## config.mk

```make
export PLATFORM = sky130hd
export DESIGN_NAME = rob_commit_unit
export DESIGN_NICKNAME = d
export VERILOG_FILES = /design/src/rtl/rob_commit_unit.sv
export SDC_FILE = /design/constraint.sdc
export NUM_CORES = 1
export LEC_CHECK = 0
export CAP_MARGIN = 20
export CORE_MARGIN = 2
export CORE_UTILIZATION = 45
export DETAILED_ROUTE_END_ITERATION = 7
export GPL_ROUTABILITY_DRIVEN = 1
export PLACE_DENSITY = 0.68
export SYNTH_ARGS = -nofsm -noshare
export SYNTH_HDL_FRONTEND = slang
export SYNTH_SLANG_ARGS = --single-unit
```

## constraint.sdc

```tcl
create_clock -name clk_in -period 11.2 [get_ports clk_in]
set_clock_uncertainty 0.1 [all_clocks]
set_input_delay 1.12 -clock clk_in [delete_from_list [all_inputs] [get_ports clk_in]]
set_output_delay 1.12 -clock clk_in [all_outputs]
set_load 0.05 [all_outputs]
```

## src/rtl/rob_commit_unit.sv

```systemverilog
// Circular reorder buffer: allocates ids at issue, captures CDB results, answers
// register-file operand lookups and retires entries in order, flushing on a mispredicted branch.
module rob_commit_unit #(
  parameter int          ROB_WIDTH_BIT = 3,
  parameter logic [31:0] RESET_PC      = 32'h0
) (
  input  logic                     clk_in,
  input  logic                     rst_in,
  input  logic                     rdy_in,
  input  logic                     issue_valid,
  input  logic [4:0]               issue_rd,
  input  logic                     issue_is_br,
  input  logic                     issue_pred_taken,
  input  logic [31:0]              issue_alt_pc,
  output logic                     full,
  output logic [ROB_WIDTH_BIT-1:0] issue_rob_id,
  output logic [4:0]               new_reg_id,
  output logic [ROB_WIDTH_BIT-1:0] new_ROB_id,
  input  logic                     wb_valid,
  input  logic [ROB_WIDTH_BIT-1:0] wb_rob_id,
  input  logic [31:0]              wb_val,
  input  logic                     wb_taken,
  input  logic [ROB_WIDTH_BIT-1:0] rs1_id,
  output logic                     rs1_ready,
  output logic [31:0]              rs1_val,
  input  logic [ROB_WIDTH_BIT-1:0] rs2_id,
  output logic                     rs2_ready,
  output logic [31:0]              rs2_val,
  output logic [4:0]               write_reg_id,
  output logic [ROB_WIDTH_BIT-1:0] write_ROB_id,
  output logic [31:0]              write_val,
  output logic                     clear_flag,
  output logic [31:0]              redirect_pc
);

  localparam int DEPTH = 1 << ROB_WIDTH_BIT;
  localparam logic [ROB_WIDTH_BIT:0] FULL_CNT = {1'b1, {ROB_WIDTH_BIT{1'b0}}};

  logic [DEPTH-1:0]         valid_q;
  logic [DEPTH-1:0]         ready_q;
  logic [DEPTH-1:0]         is_br_q;
  logic [DEPTH-1:0]         pred_q;
  logic [DEPTH-1:0]         actual_q;
  logic [4:0]               rd_q     [DEPTH];
  logic [31:0]              alt_pc_q [DEPTH];
  logic [31:0]              val_q    [DEPTH];
  logic [ROB_WIDTH_BIT-1:0] head_q;
  logic [ROB_WIDTH_BIT-1:0] tail_q;
  logic [ROB_WIDTH_BIT:0]   count_q;

  logic accept;
  logic wb_en;
  logic commit;
  logic mispredict;

  // Handshakes: an issue is taken when issue_valid && !full (with rdy_in high and no flush
  // pending); the decoder must hold it otherwise. Writebacks are fire-and-forget and dropped
  // for invalid ids. An entry retires only once its registered ready bit is set.
  always_comb begin
    full       = (count_q == FULL_CNT);
    accept     = issue_valid && !full && rdy_in && !clear_flag;
    wb_en      = wb_valid && rdy_in && !clear_flag && valid_q[wb_rob_id];
    commit     = valid_q[head_q] && ready_q[head_q] && rdy_in && !clear_flag;
    mispredict = commit && is_br_q[head_q] && (actual_q[head_q] != pred_q[head_q]);
  end

  always_comb begin
    issue_rob_id = tail_q;
    new_ROB_id   = tail_q;
    new_reg_id   = accept ? issue_rd : 5'd0;
    write_reg_id = 5'd0;
    write_ROB_id = '0;
    write_val    = 32'h0;
    if (commit) begin
      write_reg_id = rd_q[head_q];
      write_ROB_id = head_q;
      write_val    = val_q[head_q];
    end
  end

  // Lookups bypass the CDB so a consumer sees a result in the cycle it is broadcast.
  always_comb begin
    rs1_ready = valid_q[rs1_id] && (ready_q[rs1_id] || (wb_valid && wb_rob_id == rs1_id));
    rs1_val   = (wb_valid && wb_rob_id == rs1_id) ? wb_val : val_q[rs1_id];
    rs2_ready = valid_q[rs2_id] && (ready_q[rs2_id] || (wb_valid && wb_rob_id == rs2_id));
    rs2_val   = (wb_valid && wb_rob_id == rs2_id) ? wb_val : val_q[rs2_id];
  end

  always_ff @(posedge clk_in or posedge rst_in) begin
    if (rst_in) begin
      valid_q     <= '0;
      ready_q     <= '0;
      head_q      <= '0;
      tail_q      <= '0;
      count_q     <= '0;
      clear_flag  <= 1'b0;
      redirect_pc <= RESET_PC;
    end else if (rdy_in) begin
      if (clear_flag) begin
        valid_q    <= '0;
        ready_q    <= '0;
        head_q     <= '0;
        tail_q     <= '0;
        count_q    <= '0;
        clear_flag <= 1'b0;
      end else begin
        clear_flag <= mispredict;
        if (mispredict) redirect_pc <= alt_pc_q[head_q];
        if (accept) begin
          valid_q[tail_q] <= 1'b1;
          ready_q[tail_q] <= 1'b0;
          tail_q          <= tail_q + 1'b1;
        end
        if (wb_en) ready_q[wb_rob_id] <= 1'b1;
        if (commit) begin
          valid_q[head_q] <= 1'b0;
          ready_q[head_q] <= 1'b0;
          head_q          <= head_q + 1'b1;
        end
        count_q <= count_q + {{ROB_WIDTH_BIT{1'b0}}, accept}
                           - {{ROB_WIDTH_BIT{1'b0}}, commit};
      end
    end
  end

  // Payload fields carry no reset: they are only observed behind valid/ready/commit.
  always_ff @(posedge clk_in) begin
    if (accept) begin
      rd_q[tail_q]     <= issue_rd;
      is_br_q[tail_q]  <= issue_is_br;
      pred_q[tail_q]   <= issue_pred_taken;
      alt_pc_q[tail_q] <= issue_alt_pc;
    end
    if (wb_en) begin
      val_q[wb_rob_id]    <= wb_val;
      actual_q[wb_rob_id] <= wb_taken;
    end
  end

endmodule

```

==> results list <==
* Number of antenna-violating nets in the routed design: 0
- Dividing the detail-routed wire length by the instance count gives 26.2 um.
- Overflow left after global routing: 0
* Finished Layout Cells: 2726
- Critical path cell sequence: buf_4 > mux4_2 > a32oi_4 > buf_4 > nor2_1 > clkdlybuf4s50_1
* First-pass iteration count of the detailed router: 5
- The number of gates resized after CTS was 0.
- The placed instances occupy a cell area of 32700 um2.
- Endpoints failing setup: 0
- Clock tree from TritonCTS: built
- In the final layout, the multi-input gates occupy 10200 um2.
- The worst path uses 56.2% of the clock period.
* Worst Max-Slew Pin Slew: 1.12 ns
- Time the worst path needs with I/O delays and setup: 6.30 ns
- Hold_buf cts: 0
- Maximum buffer depth of the clock tree: 3
- Clk_lat worst skew: 0.60 ns
* Root cell of the clock tree: sky130_fd_sc_hd__clkbuf_16
- The number of placed instances, taps included, is 2595.
* Initial standard-cell utilization of the core: 45.7%
* Number of enable-type register cells in the synthesized netlist: 576
* CP startpoint kind: flop
- Entering global routing, the biggest net connects 78 pins.
- Total Negative Setup Slacks: 0 ns
* Outcome: finished, final reports clean
* Most used cells in the layout excluding fill and tap cells: sky130_fd_sc_hd__edfxtp_1 (576), sky130_fd_sc_hd__mux4_2 (274), sky130_fd_sc_hd__clkdlybuf4s50_1 (230)
* Largest fanout on the critical path: 77
* Max Clock Freq: 0.159 GHz
- Mapped cell area: 29500 um2
- Number of buffers and inverters on the critical path: 3
- Register bit total from synthesis: 635
- Post-CTS clock slew at the launch and capture registers of the worst setup and hold paths: 0.06 ns
- The die is 260 um tall.
- The worst hold path begins at redirect_pc[31]$_DFFE_PP0P_.
* Delay of the slowest critical-path stage: 0.93 ns
* Chip width: 260 um
* Path class of the lowest-slack min-delay path: flop to flop
- Wire length of the first global-routing pass: 107000 um
- Sequential element share of the synthesized area: 63.7%
* Post-route cell area: 34900 um2
* Pins Over Slew Limit: 0
- In this run, the number of DRC markers left after iteration 0 of detailed routing was 1390.
- The total count of hold-check failures in the final report is 0.
- The most critical setup path has its startpoint at head_q[2]$_DFFE_PP0P_.
- Top cell by count, worst path: sky130_fd_sc_hd__buf_4
- Number of vias after detailed routing: 16275
- Using the TritonRoute via totals, the vias-per-cell ratio works out to 5.97.
- The net count of the finished layout is 1908.
- Kind of capture point of the worst setup path: output port
- Synth Net Count: 1680
- Worst ir drop on vdd: 153 uV
- In this run the standard cell core region covers 64600 um2.
- Category of the most critical setup path: flop to output port
- Final wirelength: 71500 um
- Data arrival time at the worst-slack endpoint: 5.08 ns
- Leading cell type in the layout, fill and taps excluded: sky130_fd_sc_hd__edfxtp_1
* Post-Synthesis Mean Instance Area: 18.6 um2
- The largest individual stage delay along the critical path comes from the cell sky130_fd_sc_hd__buf_4.
- Dominant register cell in the synthesized netlist: sky130_fd_sc_hd__edfxtp_1
- Number of global-route vias before repair: 16914
- Reg-to-reg setup timing slack: 5.92 ns
* Pwr/cell area: 206 nW/um2
* Residual DRC: 0
* Ys Warns: 0
- The layout has 4993 filler cells.
- TritonCTS buffer count: 68
* Top cell family by delay on the critical path: buffers and inverters
- Row generation in the floorplan step produced 93 rows.
- All-layer global routing usage: 21.3%
- Number of clock sinks: 635
* Data required time of the worst path: 9.98 ns
- In this run the static leakage power is 11.8 nW.
* Port Buffer Count: 236
- The floorplan step defined a die boundary enclosing 67600 um2.
* Ratio of cells with drive above 1 in the final layout: 27.2%
- Synth-to-layout area growth: 18.5%
- Reported max-cap violation count: 0
- Measured against its own limit, the worst slew margin works out to 25.4%.
* Beginning of the worst register-to-register path: head_q[2]$_DFFE_PP0P_
* Top-level port count: 237
* Total area of sequential cells: 18800 um2
- HPWL after detailed placement: 41500 um
- The number of setup buffers added after CTS is 0.
* Distinct cell type count after synthesis: 60
- H-Tree Level Count: 3
* Routability cong.: 0.818
* Synth async-reset ratio: 9.29%
- In the synthesized netlist, the number of instances is 1586.
* Number of antenna violations at the first check in global routing: 10
- The tightest hold path in the finished design has a slack of 0.410 ns.
- Unrepaired setup endpoints after global routing: no
## worst paths after layout
path                                                to  depth (start not counted)
max reg2reg                     count_q[2]$_DFFE_PP0P_                         11
min reg2reg                redirect_pc[31]$_DFFE_PP0P_                          1
max                                      write_val[28]                          6
min                        redirect_pc[31]$_DFFE_PP0P_                          1
min in group asynchronous   redirect_pc[5]$_DFFE_PP0P_                          3
max in group asynchronous        head_q[0]$_DFFE_PP0P_                          3
## per-stage QoR
step,power [W],worst slack (ns),util [%]
floorplan,0.00448,3.33,-
global placement,0.00510,5.43,50.6
detailed placement,0.00512,5.32,50.6
CTS,0.00727,4.84,53.9
global route,0.00751,4.71,54.1
finish,0.00721,4.90,54.1
## registers in the layout, summed over array words and instances (netlist names)
register,cells
actual_q,8
clear_flag,1
issue_rob_id,3
ready_q,8
count_q,4
head_q,3
alt_pc_q,256
rd_q,40
pred_q,8
valid_q,8
val_q,256
is_br_q,8
redirect_pc,32
## metal layers
metal,wire length (um),global-route usage [%]
met2,35900,36.2
met5,114,0
met1,28400,27.6
met3,5250,4.82
met4,1830,6.26
## worst register-to-register path, stage by stage, from the launching register on
cell and delay (ns):
sky130_fd_sc_hd__dfrtp_4 0.77, sky130_fd_sc_hd__buf_4 0.96, sky130_fd_sc_hd__mux4_2 0.74, sky130_fd_sc_hd__a32oi_4 0.61, sky130_fd_sc_hd__buf_4 0.53, sky130_fd_sc_hd__inv_1 0.20
sky130_fd_sc_hd__ha_1 0.31, sky130_fd_sc_hd__inv_1 0.04, sky130_fd_sc_hd__ha_1 0.20, sky130_fd_sc_hd__fa_1 0.42, sky130_fd_sc_hd__xnor2_1 0.16, sky130_fd_sc_hd__o22ai_1 0.10
## power by group
part	total [W]	switching, W	internal, W	leakage [nW]
logic	0.00212	0.00117	0.000955	4.77
clock network	0.00215	0.000900	0.00125	1.04
registers	0.00294	0.000168	0.00277	5.96
total	0.00721	0.00224	0.00497	11.8
## synth_stat cells (4+ instances only)
| master | n | area share, % |
|---|---|---|
| sky130_fd_sc_hd__edfxtp_1 | 576 | 59 |
| sky130_fd_sc_hd__mux4_2 | 274 | 21 |
| sky130_fd_sc_hd__mux2i_1 | 103 | 3.5 |
| sky130_fd_sc_hd__nor2_1 | 90 | 1.1 |
| sky130_fd_sc_hd__dfrtp_1 | 59 | 5.0 |
| sky130_fd_sc_hd__o21ai_0 | 54 | 0.92 |
| sky130_fd_sc_hd__nand2_1 | 51 | 0.65 |
| sky130_fd_sc_hd__a21oi_1 | 49 | 0.83 |
| sky130_fd_sc_hd__buf_2 | 45 | 0.76 |
| sky130_fd_sc_hd__clkbuf_1 | 41 | 0.52 |
| sky130_fd_sc_hd__mux2_2 | 36 | 1.4 |
| sky130_fd_sc_hd__mux2_4 | 29 | 1.5 |
| sky130_fd_sc_hd__buf_1 | 23 | 0.29 |
| sky130_fd_sc_hd__inv_1 | 21 | 0.27 |
| sky130_fd_sc_hd__xnor2_1 | 15 | 0.45 |
| sky130_fd_sc_hd__nor3_1 | 9 | 0.15 |
| sky130_fd_sc_hd__nor2b_1 | 8 | 0.17 |
| sky130_fd_sc_hd__and3_1 | 7 | 0.15 |
| sky130_fd_sc_hd__ha_1 | 7 | 0.30 |
| sky130_fd_sc_hd__nand2b_1 | 7 | 0.15 |
| sky130_fd_sc_hd__and2_1 | 6 | 0.13 |
| sky130_fd_sc_hd__nand3_1 | 6 | 0.10 |
| sky130_fd_sc_hd__nand3b_1 | 6 | 0.15 |
| sky130_fd_sc_hd__a22o_1 | 5 | 0.15 |
| sky130_fd_sc_hd__buf_4 | 5 | 0.13 |
| sky130_fd_sc_hd__a21o_1 | 4 | 0.10 |
## logic make-up (layout without fill, tap and decap cells)
family	count (synthesis)	count (layout)	share of synthesized area, %
other cells	0	3	0
mux	442	442	27.3
buf+inv	138	420	2.09
fa+ha+maj	8	8	0.365
simple gates	205	205	3.18
compound gates	142	142	2.94
flops	635	635	63.7
xor+xnor	16	16	0.475
## layout make-up
class / count / share of cell area [%]
sequential: 635 / 53.8
clock buffer: 86 / 5.21
tap: 855 / 3.06
inverter: 21 / 0.226
multi-input combinational: 813 / 29.1
antenna: 3 / 0.0215
timing repair buffer: 275 / 7.75
clock inverter: 38 / 0.874
No activity file was read; power rests on OpenSTA's default activity.
